[config.mk]
export PLATFORM = sky130hd
export DESIGN_NAME = scalable_stage_controller_flat
export DESIGN_NICKNAME = d
export VERILOG_FILES = /design/src/rtl/scalable_stage_controller_pkg.sv /design/src/rtl/scalable_stage_controller_if.sv /design/src/rtl/leaf_status_aggregator.sv /design/src/rtl/scalable_stage_controller.sv /design/src/flat_wrapper.sv
export SDC_FILE = /design/constraint.sdc
export NUM_CORES = 1
export LEC_CHECK = 0
export CAP_MARGIN = 15
export CORE_ASPECT_RATIO = 1.75
export CORE_MARGIN = 2
export CORE_UTILIZATION = 45
export DETAILED_ROUTE_END_ITERATION = 12
export PLACE_DENSITY = 0.7
export REMOVE_ABC_BUFFERS = 1
export SYNTH_ARGS = -nofsm -noshare
export SYNTH_HDL_FRONTEND = slang
export SYNTH_SLANG_ARGS = --single-unit
[constraint.sdc]
create_clock -name clk -period 5.15 [get_ports clk]
set_input_delay 1.545 -clock clk [delete_from_list [all_inputs] [get_ports clk]]
set_output_delay 1.545 -clock clk [all_outputs]
set_load 0.01 [all_outputs]
[src/rtl/scalable_stage_controller_pkg.sv]
// Shared stage encodings and helpers for the union-find stage sequencer.
// Stage values are broadcast to the leaf arrays, so the encodings are fixed.
package scalable_stage_controller_pkg;

  localparam int STAGE_WIDTH = 3;

  typedef enum logic [STAGE_WIDTH-1:0] {
    IDLE                = 3'd0,
    SPREAD_CLUSTER      = 3'd1,
    GROW_BOUNDARY       = 3'd2,
    SYNC_IS_ODD_CLUSTER = 3'd3,
    MEASUREMENT_LOADING = 3'd4,
    RESULT_CALCULATING  = 3'd5,
    RESULT_HOLD         = 3'd6
  } stage_t;

  function automatic int max3(input int a, input int b, input int c);
    int m;
    m = (a > b) ? a : b;
    return (m > c) ? m : c;
  endfunction

endpackage

[src/rtl/scalable_stage_controller_if.sv]
// Host, leaf and calculator signals of the stage sequencer, bundled as one interface.
// The slave modport is the controller's view; master is the surrounding system.
interface scalable_stage_controller_if
  import scalable_stage_controller_pkg::*;
#(
  parameter int NUM_LEAVES              = 4,
  parameter int ITERATION_COUNTER_WIDTH = 8
);
  logic                               new_round_start;
  logic                               load_done;
  logic [NUM_LEAVES-1:0]              leaf_status_valid;
  logic [NUM_LEAVES-1:0]              leaf_has_message_flying;
  logic [NUM_LEAVES-1:0]              leaf_has_odd_clusters;
  logic                               calc_done;
  logic                               result_ready;
  logic [STAGE_WIDTH-1:0]             stage;
  logic                               calc_go;
  logic                               result_valid;
  logic [ITERATION_COUNTER_WIDTH-1:0] iteration_counter;
  logic [31:0]                        cycle_counter;
  logic                               deadlock;
  logic                               iteration_limit_hit;
  logic                               busy;

  modport master (
    output new_round_start, load_done, leaf_status_valid, leaf_has_message_flying,
           leaf_has_odd_clusters, calc_done, result_ready,
    input  stage, calc_go, result_valid, iteration_counter, cycle_counter,
           deadlock, iteration_limit_hit, busy
  );

  modport slave (
    input  new_round_start, load_done, leaf_status_valid, leaf_has_message_flying,
           leaf_has_odd_clusters, calc_done, result_ready,
    output stage, calc_go, result_valid, iteration_counter, cycle_counter,
           deadlock, iteration_limit_hit, busy
  );
endinterface

[src/rtl/leaf_status_aggregator.sv]
// Sticky per-leaf status capture; each leaf's latest strobe wins until clear.
// Strobes arriving while clear is high are dropped so a new stage starts empty.
module leaf_status_aggregator #(
  parameter int NUM_LEAVES = 4
) (
  input  logic                  clk,
  input  logic                  reset,
  input  logic                  clear,
  input  logic [NUM_LEAVES-1:0] leaf_status_valid,
  input  logic [NUM_LEAVES-1:0] leaf_has_message_flying,
  input  logic [NUM_LEAVES-1:0] leaf_has_odd_clusters,
  output logic                  all_valid,
  output logic                  any_flying,
  output logic                  any_odd
);
  logic [NUM_LEAVES-1:0] reported;
  logic [NUM_LEAVES-1:0] flying;
  logic [NUM_LEAVES-1:0] odd;

  generate
    for (genvar gi = 0; gi < NUM_LEAVES; gi++) begin : g_leaf
      logic reported_reg;
      logic flying_reg;
      logic odd_reg;

      always_ff @(posedge clk) begin
        if (reset || clear) begin
          reported_reg <= 1'b0;
          flying_reg   <= 1'b0;
          odd_reg      <= 1'b0;
        end else if (leaf_status_valid[gi]) begin
          reported_reg <= 1'b1;
          flying_reg   <= leaf_has_message_flying[gi];
          odd_reg      <= leaf_has_odd_clusters[gi];
        end
      end

      assign reported[gi] = reported_reg;
      assign flying[gi]   = flying_reg;
      assign odd[gi]      = odd_reg;
    end
  endgenerate

  assign all_valid  = &reported;
  assign any_flying = |(reported & flying);
  assign any_odd    = |(reported & odd);
endmodule

[src/rtl/scalable_stage_controller.sv]
// Union-find decoder stage sequencer: loading, spread/sync/grow loop, then result.
// Spread and sync visits are bounded by a stall counter that aborts to IDLE.
module scalable_stage_controller
  import scalable_stage_controller_pkg::*;
#(
  parameter int NUM_LEAVES              = 4,
  parameter int ITERATION_COUNTER_WIDTH = 8,
  parameter int MAX_ITERATIONS          = 200,
  parameter int GROW_DELAY              = 3,
  parameter int SPREAD_DELAY            = 2,
  parameter int SYNC_DELAY              = 2,
  parameter int DEADLOCK_THRESHOLD      = 4096
) (
  input logic                        clk,
  input logic                        reset,
  scalable_stage_controller_if.slave bus
);
  localparam int MAX_DELAY   = max3(GROW_DELAY, SPREAD_DELAY, SYNC_DELAY);
  localparam int DELAY_WIDTH = (MAX_DELAY < 1) ? 1 : $clog2(MAX_DELAY + 1);
  localparam int STALL_WIDTH = $clog2(DEADLOCK_THRESHOLD + 2);
  localparam logic [DELAY_WIDTH-1:0] DELAY_MAX = DELAY_WIDTH'(MAX_DELAY);

  stage_t                             stage_reg, stage_next;
  logic [DELAY_WIDTH-1:0]             delay_reg, delay_next;
  logic [STALL_WIDTH-1:0]             stall_reg, stall_next;
  logic [ITERATION_COUNTER_WIDTH-1:0] iter_reg, iter_next;
  logic [31:0]                        cycle_reg, cycle_next;
  logic                               deadlock_reg, deadlock_next;
  logic                               limit_reg, limit_next;
  logic                               entered_reg;
  logic                               stage_change, in_loop, settled, stalled;
  logic                               all_valid, any_flying, any_odd;

  assign stage_change = (stage_next != stage_reg);
  assign in_loop      = (stage_reg == SPREAD_CLUSTER) || (stage_reg == SYNC_IS_ODD_CLUSTER);
  assign settled      = all_valid && !any_flying;
  assign stalled      = stall_reg > STALL_WIDTH'(DEADLOCK_THRESHOLD);

  leaf_status_aggregator #(.NUM_LEAVES(NUM_LEAVES)) u_aggregator (
    .clk                     (clk),
    .reset                   (reset),
    .clear                   (stage_change),
    .leaf_status_valid       (bus.leaf_status_valid),
    .leaf_has_message_flying (bus.leaf_has_message_flying),
    .leaf_has_odd_clusters   (bus.leaf_has_odd_clusters),
    .all_valid               (all_valid),
    .any_flying              (any_flying),
    .any_odd                 (any_odd)
  );

  always_comb begin
    stage_next    = stage_reg;
    iter_next     = iter_reg;
    deadlock_next = deadlock_reg;
    limit_next    = limit_reg;
    cycle_next    = cycle_reg;
    if (stage_reg != IDLE && stage_reg != RESULT_HOLD) cycle_next = cycle_reg + 32'd1;

    case (stage_reg)
      IDLE: if (bus.new_round_start) begin
        stage_next    = MEASUREMENT_LOADING;
        deadlock_next = 1'b0;
        limit_next    = 1'b0;
        iter_next     = '0;
        cycle_next    = 32'd1;
      end
      MEASUREMENT_LOADING: if (bus.load_done) stage_next = SPREAD_CLUSTER;
      SPREAD_CLUSTER: begin
        if (stalled) begin
          deadlock_next = 1'b1;
          stage_next    = IDLE;
        end else if (delay_reg >= DELAY_WIDTH'(SPREAD_DELAY) && settled) begin
          stage_next = SYNC_IS_ODD_CLUSTER;
        end
      end
      SYNC_IS_ODD_CLUSTER: begin
        if (stalled) begin
          deadlock_next = 1'b1;
          stage_next    = IDLE;
        end else if (delay_reg >= DELAY_WIDTH'(SYNC_DELAY) && settled) begin
          if (!any_odd) begin
            stage_next = RESULT_CALCULATING;
          end else if (iter_reg < ITERATION_COUNTER_WIDTH'(MAX_ITERATIONS)) begin
            iter_next  = iter_reg + ITERATION_COUNTER_WIDTH'(1);
            stage_next = GROW_BOUNDARY;
          end else begin
            limit_next = 1'b1;
            stage_next = RESULT_CALCULATING;
          end
        end
      end
      GROW_BOUNDARY: if (delay_reg >= DELAY_WIDTH'(GROW_DELAY)) stage_next = SPREAD_CLUSTER;
      RESULT_CALCULATING: if (bus.calc_done) stage_next = RESULT_HOLD;
      RESULT_HOLD: if (bus.result_ready) stage_next = IDLE;
      default: stage_next = IDLE;
    endcase

    delay_next = '0;
    if (!stage_change) delay_next = (delay_reg < DELAY_MAX) ? delay_reg + DELAY_WIDTH'(1) : delay_reg;
    stall_next = '0;
    if (!stage_change && in_loop) stall_next = stall_reg + STALL_WIDTH'(1);
  end

  always_ff @(posedge clk) begin
    if (reset) begin
      stage_reg    <= IDLE;
      delay_reg    <= '0;
      stall_reg    <= '0;
      iter_reg     <= '0;
      cycle_reg    <= '0;
      deadlock_reg <= 1'b0;
      limit_reg    <= 1'b0;
      entered_reg  <= 1'b0;
    end else begin
      stage_reg    <= stage_next;
      delay_reg    <= delay_next;
      stall_reg    <= stall_next;
      iter_reg     <= iter_next;
      cycle_reg    <= cycle_next;
      deadlock_reg <= deadlock_next;
      limit_reg    <= limit_next;
      entered_reg  <= stage_change;
    end
  end

  // calc_go is tied to the first cycle after entering RESULT_CALCULATING
  assign bus.stage               = stage_reg;
  assign bus.calc_go             = (stage_reg == RESULT_CALCULATING) && entered_reg;
  assign bus.result_valid        = (stage_reg == RESULT_HOLD);
  assign bus.iteration_counter   = iter_reg;
  assign bus.cycle_counter       = cycle_reg;
  assign bus.deadlock            = deadlock_reg;
  assign bus.iteration_limit_hit = limit_reg;
  assign bus.busy                = (stage_reg != IDLE) && (stage_reg != RESULT_HOLD);
endmodule
[src/flat_wrapper.sv]
// flat-port wrapper written by rule: the top's interface ports become plain ports
module scalable_stage_controller_flat import scalable_stage_controller_pkg::*;
#(
  parameter int NUM_LEAVES              = 4,
  parameter int ITERATION_COUNTER_WIDTH = 8,
  parameter int MAX_ITERATIONS          = 200,
  parameter int GROW_DELAY              = 3,
  parameter int SPREAD_DELAY            = 2,
  parameter int SYNC_DELAY              = 2,
  parameter int DEADLOCK_THRESHOLD      = 4096
)
  (clk, reset, bus_new_round_start, bus_load_done, bus_leaf_status_valid, bus_leaf_has_message_flying, bus_leaf_has_odd_clusters, bus_calc_done, bus_result_ready, bus_stage, bus_calc_go, bus_result_valid, bus_iteration_counter, bus_cycle_counter, bus_deadlock, bus_iteration_limit_hit, bus_busy);
  scalable_stage_controller_if #(.NUM_LEAVES(NUM_LEAVES), .ITERATION_COUNTER_WIDTH(ITERATION_COUNTER_WIDTH)) bus_i ();
  input logic clk;
  input logic reset;
  input wire logic [$bits(bus_i.new_round_start)-1:0] bus_new_round_start;
  input wire logic [$bits(bus_i.load_done)-1:0] bus_load_done;
  input wire logic [$bits(bus_i.leaf_status_valid)-1:0] bus_leaf_status_valid;
  input wire logic [$bits(bus_i.leaf_has_message_flying)-1:0] bus_leaf_has_message_flying;
  input wire logic [$bits(bus_i.leaf_has_odd_clusters)-1:0] bus_leaf_has_odd_clusters;
  input wire logic [$bits(bus_i.calc_done)-1:0] bus_calc_done;
  input wire logic [$bits(bus_i.result_ready)-1:0] bus_result_ready;
  output wire logic [$bits(bus_i.stage)-1:0] bus_stage;
  output wire logic [$bits(bus_i.calc_go)-1:0] bus_calc_go;
  output wire logic [$bits(bus_i.result_valid)-1:0] bus_result_valid;
  output wire logic [$bits(bus_i.iteration_counter)-1:0] bus_iteration_counter;
  output wire logic [$bits(bus_i.cycle_counter)-1:0] bus_cycle_counter;
  output wire logic [$bits(bus_i.deadlock)-1:0] bus_deadlock;
  output wire logic [$bits(bus_i.iteration_limit_hit)-1:0] bus_iteration_limit_hit;
  output wire logic [$bits(bus_i.busy)-1:0] bus_busy;
  assign bus_i.new_round_start = bus_new_round_start;
  assign bus_i.load_done = bus_load_done;
  assign bus_i.leaf_status_valid = bus_leaf_status_valid;
  assign bus_i.leaf_has_message_flying = bus_leaf_has_message_flying;
  assign bus_i.leaf_has_odd_clusters = bus_leaf_has_odd_clusters;
  assign bus_i.calc_done = bus_calc_done;
  assign bus_i.result_ready = bus_result_ready;
  assign bus_stage = bus_i.stage;
  assign bus_calc_go = bus_i.calc_go;
  assign bus_result_valid = bus_i.result_valid;
  assign bus_iteration_counter = bus_i.iteration_counter;
  assign bus_cycle_counter = bus_i.cycle_counter;
  assign bus_deadlock = bus_i.deadlock;
  assign bus_iteration_limit_hit = bus_i.iteration_limit_hit;
  assign bus_busy = bus_i.busy;
  scalable_stage_controller #(.NUM_LEAVES(NUM_LEAVES), .ITERATION_COUNTER_WIDTH(ITERATION_COUNTER_WIDTH), .MAX_ITERATIONS(MAX_ITERATIONS), .GROW_DELAY(GROW_DELAY), .SPREAD_DELAY(SPREAD_DELAY), .SYNC_DELAY(SYNC_DELAY), .DEADLOCK_THRESHOLD(DEADLOCK_THRESHOLD)) u_core (.clk(clk), .reset(reset), .bus(bus_i));
endmodule
==> results.toml, run 1 <==
[yosys]
ys_warn_count = 0
synth_edf_count = 0
async_flop_share_pct = 0
ys_ff_latch = 73
synth_most_common_cell = "dfxtp_1"
synth.cell_area_um2 = 3640
synth_top_area_cell = "dfxtp_1"
ys_seq_area_share_pct = 40.1
postSynthCellCount = 409
synth_top_area_share_pct = 40.1
syn_area_per_cell_um2 = 8.91
yosys-top-cells-area = "dfxtp_1, xnor2_1, nor2_1"
synthDistinctLibCells = 59
synth_ff_type = "dfxtp_1"
ys_top_cells_by_count = "dfxtp_1, nor2_1, nand2_1"

[worst_setup_path]
arrival_ps = 2240
crit_fanout = 19
setup.worst_path.end_class = "primary output"
crit_slowest_cell = "dfxtp_1"
worstSetupPathType = "flop to primary output"
rr_startpoint = "u_core.bus.stage[1]"
start_kind = "flop"
r2r_end = "u_core.stall_reg[12]"
reg2regPathDepth = 5
crit_chain = "xor2_1 -> or2_2 -> clkdlybuf4s50_1"
cp.required_ps = 3610
r2r_setup_slack_ps = 2530
slowest_delay_ps = 740

[sta]
report.final.setup_viol = 0
worst_slew_pin_slew_ps = 986
rsz0062_at_grt = "false"
fin_crit_sh_pct = 73.5
fin_skew_ps = 4.22
fin_crit_ps = 3790
setup_tns_ps = 0
fin_ws_ps = 1360
maxSlewViolCount = 0
hold_viol = 0
holdWs_ps = 493
slew_headroom_pct = 34.0
fmax_ghz = 0.264

[cts]
cts_tree = "built"
h-tree-depth = 3
cts.path.max_buffers = 2
cts_num_sinks = 73
cts.clk_slew.worst_paths_ps = 60
clkLatencyLatePin_ps = 340
hold_buffers = 0
numCtsBuffers = 9
ctsResizeCount = 0
postCtsSetupBuffers = 0
cts_root_buf = "clkbuf_16"

[floorplanning]
ioPinCount = 66
dieArea_um2 = 8860
dieWidth_um = 72.0
core_area_um2 = 7910
die_h_um = 123
fp-row-count = 43
initial_core_util_pct = 46.1

[pwr]
p_leak_nw = 1.57
ir_worst_vdd_v = 0.000190
pwr-share-seq_pct = 46.1
power.switching_uw = 310
internal-power_uw = 978
combPwrFrac_pct = 8.5
powerDensity_nw_per_um2 = 281
sw_frac_of_total_pct = 24.1
p_clk_share_pct = 45.5

[drt]
wl_met2_um = 4370
dr.first_iter.drc_count = 192
drt-met1-wl_um = 3230
post_drt_wl_per_cell_um = 14.5
topRoutingLayerUsed = "met4"
antenna_left = 0
drc_errors = 0
route.met3.wl_um = 329
vias = 3135
drt_pass1_iterations = 4
drt-total-wl_um = 8140
vias_per_cell = 5.59

[layout]
layout-drive-gt1-share_pct = 9.98
area_growth_pct = 25.7
num_antenna_cells = 0
nNetsFinal = 490
largest_reg_flops = 32

[placed_design]
gp_congestion = 0.822
pre_cts_ws_ps = 1370
numPortBuffers = 65
dpl.hpwl_um = 5910

[global_routing]
grt_overflow_total = 0
grt_pass1_vias = 2989
antenna_found_initial = 0
grt_pass1_wl_um = 13500
grt_max_degree = 35
track_usage_pct = 19.4

[outcome]
status = "complete, no violations"

[worst_hold_path]
whs_path_depth = 1
hold_start = "u_core.bus.iteration_limit_hit"
hold_path.class = "flop to flop"
hold_end = "u_core.bus.iteration_limit_hit"

[job]
max_cap_violations = 0
## cell families (layout without fill, tap and decap cells)
kind of cell    Yosys count  in the layout  share of synthesized area, %
simple gates            193            193                          30.5
flops                    73             73                          40.1
compound gates           56             56                          10.9
xor+xnor                 36             36                          8.66
buf+inv                  32             94                          4.16
mux                      13             13                          3.61
fa+ha+maj                 6              6                          2.06
## worst max-delay path by stage
stage	from	end	slack, ps
after detailed placement	bus_calc_done	u_core.stall_reg[12]	1370
after CTS	u_core.bus.stage[2]	bus_calc_go	1340
final	u_core.bus.stage[1]	bus_busy	1360
after global routing	u_core.bus.stage[2]	bus_calc_go	1230
after floorplan	bus_result_ready	u_core.stall_reg[12]	2140
after global placement	bus_result_ready	u_core.stall_reg[12]	1430
## critical path: cells and delay by family, from the launching register on
family,cells,cell delay [ps]
DFF,1,740
xor gates and xnor gates,1,360
and+or+nand+nor,1,240
buffers and inverters,1,560
## metrics by stage
| step | cell area, um2 | utilization (%) | power [mW] | std cells |
|---|---|---|---|---|
| floorplan | 3540 | - | 0.672 | 390 |
| global placement | 4300 | 54.4 | 0.713 | 545 |
| detailed placement | 4300 | 54.4 | 0.716 | 545 |
| CTS | 4580 | 57.9 | 1.30 | 561 |
| global route | 4580 | 57.9 | 1.33 | 561 |
| finish | 4580 | 57.9 | 1.29 | 561 |
## layer usage
| layer | GRT usage (%) | vias up |
|---|---|---|
| li1 | - | 1553 |
| met1 | 20.4 | 1477 |
| met2 | 35.4 | 87 |
| met3 | 4.24 | 18 |
| met4 | 9.91 | 0 |
| met5 | 0 | - |
## cell usage in the layout, fill, tap and decap left out, types with 3 or more instances in the layout
cell type,count
clkbuf_1,3
o2111ai_1,4
nand2b_1,3
a22o_1,3
mux2i_1,12
clkbuf_16,9
nand3_1,15
nand4_1,6
xor2_1,10
nor2_4,11
and2_1,4
xnor2_1,26
nand2_1,31
ha_1,6
a22oi_1,3
nor3_1,11
nor4bb_1,3
inv_1,12
and4_1,6
clkdlybuf4s50_1,65
or3_1,11
nor2_2,10
a21oi_1,14
and3_1,8
nor4_1,11
a31oi_1,3
o21ai_0,12
dfxtp_1,73
nor2_1,49
## power groups by stage
stage	logic, mW	clock network, mW	registers, mW
floorplan	0.0697	0	0.602
detailed placement	0.110	0	0.606
finish	0.109	0.586	0.594
global placement	0.108	0	0.605
global route	0.119	0.616	0.596
CTS	0.110	0.596	0.594
## layout make-up
type	count	area, um2
repair buffers	65	651
clock inverters	2	12.5
fillers	738	3330
clock buffers	14	264
well taps	90	113
flip-flops and latches	73	1460
multi-input cells	304	2030
inverters	13	48.8
Power figures use the tool's default switching activity.
==> run 2, diff against run 1 <==
==> constraint.sdc (replaced) <==
create_clock -name clk -period 3.5 [get_ports clk]
set_input_delay 1.05 -clock clk [delete_from_list [all_inputs] [get_ports clk]]
set_output_delay 1.05 -clock clk [all_outputs]
set_load 0.01 [all_outputs]
==> results.toml, run 2 (same netlist as run 1, synthesis figures left out) <==
[layout]
nNetsFinal = 497
num_antenna_cells = 0
largest_reg_flops = 32
fin_util_pct = 58.6
area_growth_pct = 27.1
layout_common_cells = "dfxtp_1, clkdlybuf4s50_1, nor2_1"
fill_cells = 735
fin_cells = 568
layout-drive-gt1-share_pct = 11.5
final_common_cell = "dfxtp_1"

[worst_hold_path]
hold_path.class = "flop to flop"
hold_end = "u_core.bus.iteration_counter[7]"
hold_start = "u_core.bus.iteration_counter[7]"
whs_path_depth = 2

[worst_setup_path]
arrival_ps = 1990
worstSetupPathType = "flop to primary output"
start_kind = "flop"
crit_chain = "nor2b_1 -> and3_1 -> clkdlybuf4s50_1"
slowest_delay_ps = 530
crit_slowest_cell = "clkdlybuf4s50_1"
setup.worst_path.end_class = "primary output"
rr_startpoint = "u_core.stall_reg[0]"
cp.required_ps = 2450
r2r_end = "u_core.u_aggregator.g_leaf[3].flying_reg"
r2r_setup_slack_ps = 1210
reg2regPathDepth = 7
crit_fanout = 9

[cts]
postCtsSetupBuffers = 0
hold_buffers = 0
h-tree-depth = 3
numCtsBuffers = 9
clkLatencyLatePin_ps = 340
cts_num_sinks = 73
cts_tree = "built"
cts.clk_slew.worst_paths_ps = 60
cts_root_buf = "clkbuf_16"
ctsResizeCount = 0
cts.path.max_buffers = 2

[sta]
report.final.setup_viol = 0
worst_slew_pin_slew_ps = 946
hold_viol = 0
fin_crit_sh_pct = 86.8
fin_skew_ps = 6.24
setup_tns_ps = 0
maxSlewViolCount = 0
fin_crit_ps = 3040
slew_headroom_pct = 36.6
holdWs_ps = 496
rsz0062_at_grt = "false"
fmax_ghz = 0.329

[placed_design]
numPortBuffers = 65
gp_congestion = 0.822
dpl.hpwl_um = 5950
dpl.cell_count = 552

[pwr]
ir_worst_vdd_v = 0.000250
p_leak_nw = 1.61
pwr-share-seq_pct = 45.8
powerDensity_nw_per_um2 = 409
internal-power_mw = 1.44
power.switching_uw = 453
p_clk_share_pct = 45.1
sw_frac_of_total_pct = 23.9
combPwrFrac_pct = 9.1
p_total_mw = 1.89

[floorplanning]
core_area_um2 = 7910
dieArea_um2 = 8860
die_h_um = 123
dieWidth_um = 72.0
fp-row-count = 43
initial_core_util_pct = 46.1
ioPinCount = 66

[drt]
post_drt_wl_per_cell_um = 14.0
vias = 3108
drc_errors = 0
dr.first_iter.drc_count = 187
antenna_left = 0
drt_pass1_iterations = 4
drt-total-wl_um = 7980
vias_per_cell = 5.47

[global_routing]
grt_pass1_wl_um = 13800
grt_pass1_vias = 3035
grt_overflow_total = 0
track_usage_pct = 19.8
grt_max_degree = 20
antenna_found_initial = 0

[outcome]
status = "complete, no violations"

[job]
max_cap_violations = 0
## run 2: changes by cell type in the layout (fill, tap and decap cells not counted)
cell | before | now
clkinv_2 | 1 | 3
clkinvlp_4 | 1 | 0
buf_4 | 0 | 7
clkbuf_1 | 3 | 2
## run 2: layer usage
layer | wire, um | part of all wire (%) | vias to the layer above | global-route usage (%)
li1 | - | - | 1565 | -
met1 | 3140 | 39 | 1442 | 21.7
met2 | 4230 | 53 | 82 | 34.5
met3 | 306 | 3.8 | 19 | 3.18
met4 | 301 | 3.8 | 0 | 13.3
met5 | 0 | 0 | - | 0
## run 2: through the flow
step	area (um2)	setup WS [ps]
final	4630	461
after global routing	4630	307
after CTS	4630	448
after detailed placement	4360	470
after global placement	4360	549
after floorplan	3540	984
## run 2: layout make-up
class / count / area, um2 / area share (%)
Clock buffer: 13 / 260 / 5.62
Clock inverter: 3 / 15.0 / 0.324
Inverter: 13 / 48.8 / 1.05
Multi-Input combinational cell: 304 / 2030 / 43.8
Sequential cell: 73 / 1460 / 31.6
Tap cell: 90 / 113 / 2.43
Timing Repair Buffer: 72 / 703 / 15.2
## run 2: power by group through the flow
stage          registers, mW  logic (mW)  clock network (mW)
6_report               0.867       0.172               0.855
5_1_grt                0.869       0.189               0.899
4_1_cts                0.867       0.175               0.872
3_5_place_dp           0.885       0.174                   0
3_3_place_gp           0.884       0.170                   0
2_1_floorplan          0.886       0.102                   0
## run 2: how the worst max path moves through the flow
stage,startpoint,endpoint,depth (start not counted)
after global placement,bus_result_ready,u_core.u_aggregator.g_leaf[0].reported_reg,6
after floorplan,bus_result_ready,u_core.stall_reg[12],5
after detailed placement,bus_result_ready,u_core.u_aggregator.g_leaf[3].flying_reg,6
after CTS,u_core.bus.stage[2],bus_calc_go,3
final,u_core.bus.stage[2],bus_calc_go,3
after global routing,u_core.bus.stage[2],bus_busy,3
## run 2: worst max-delay path: cells and delay by family (launching register included)
family / cells / cell delay [ps]
buf+inv: 1 / 530
flops: 1 / 480
simple gates: 2 / 650
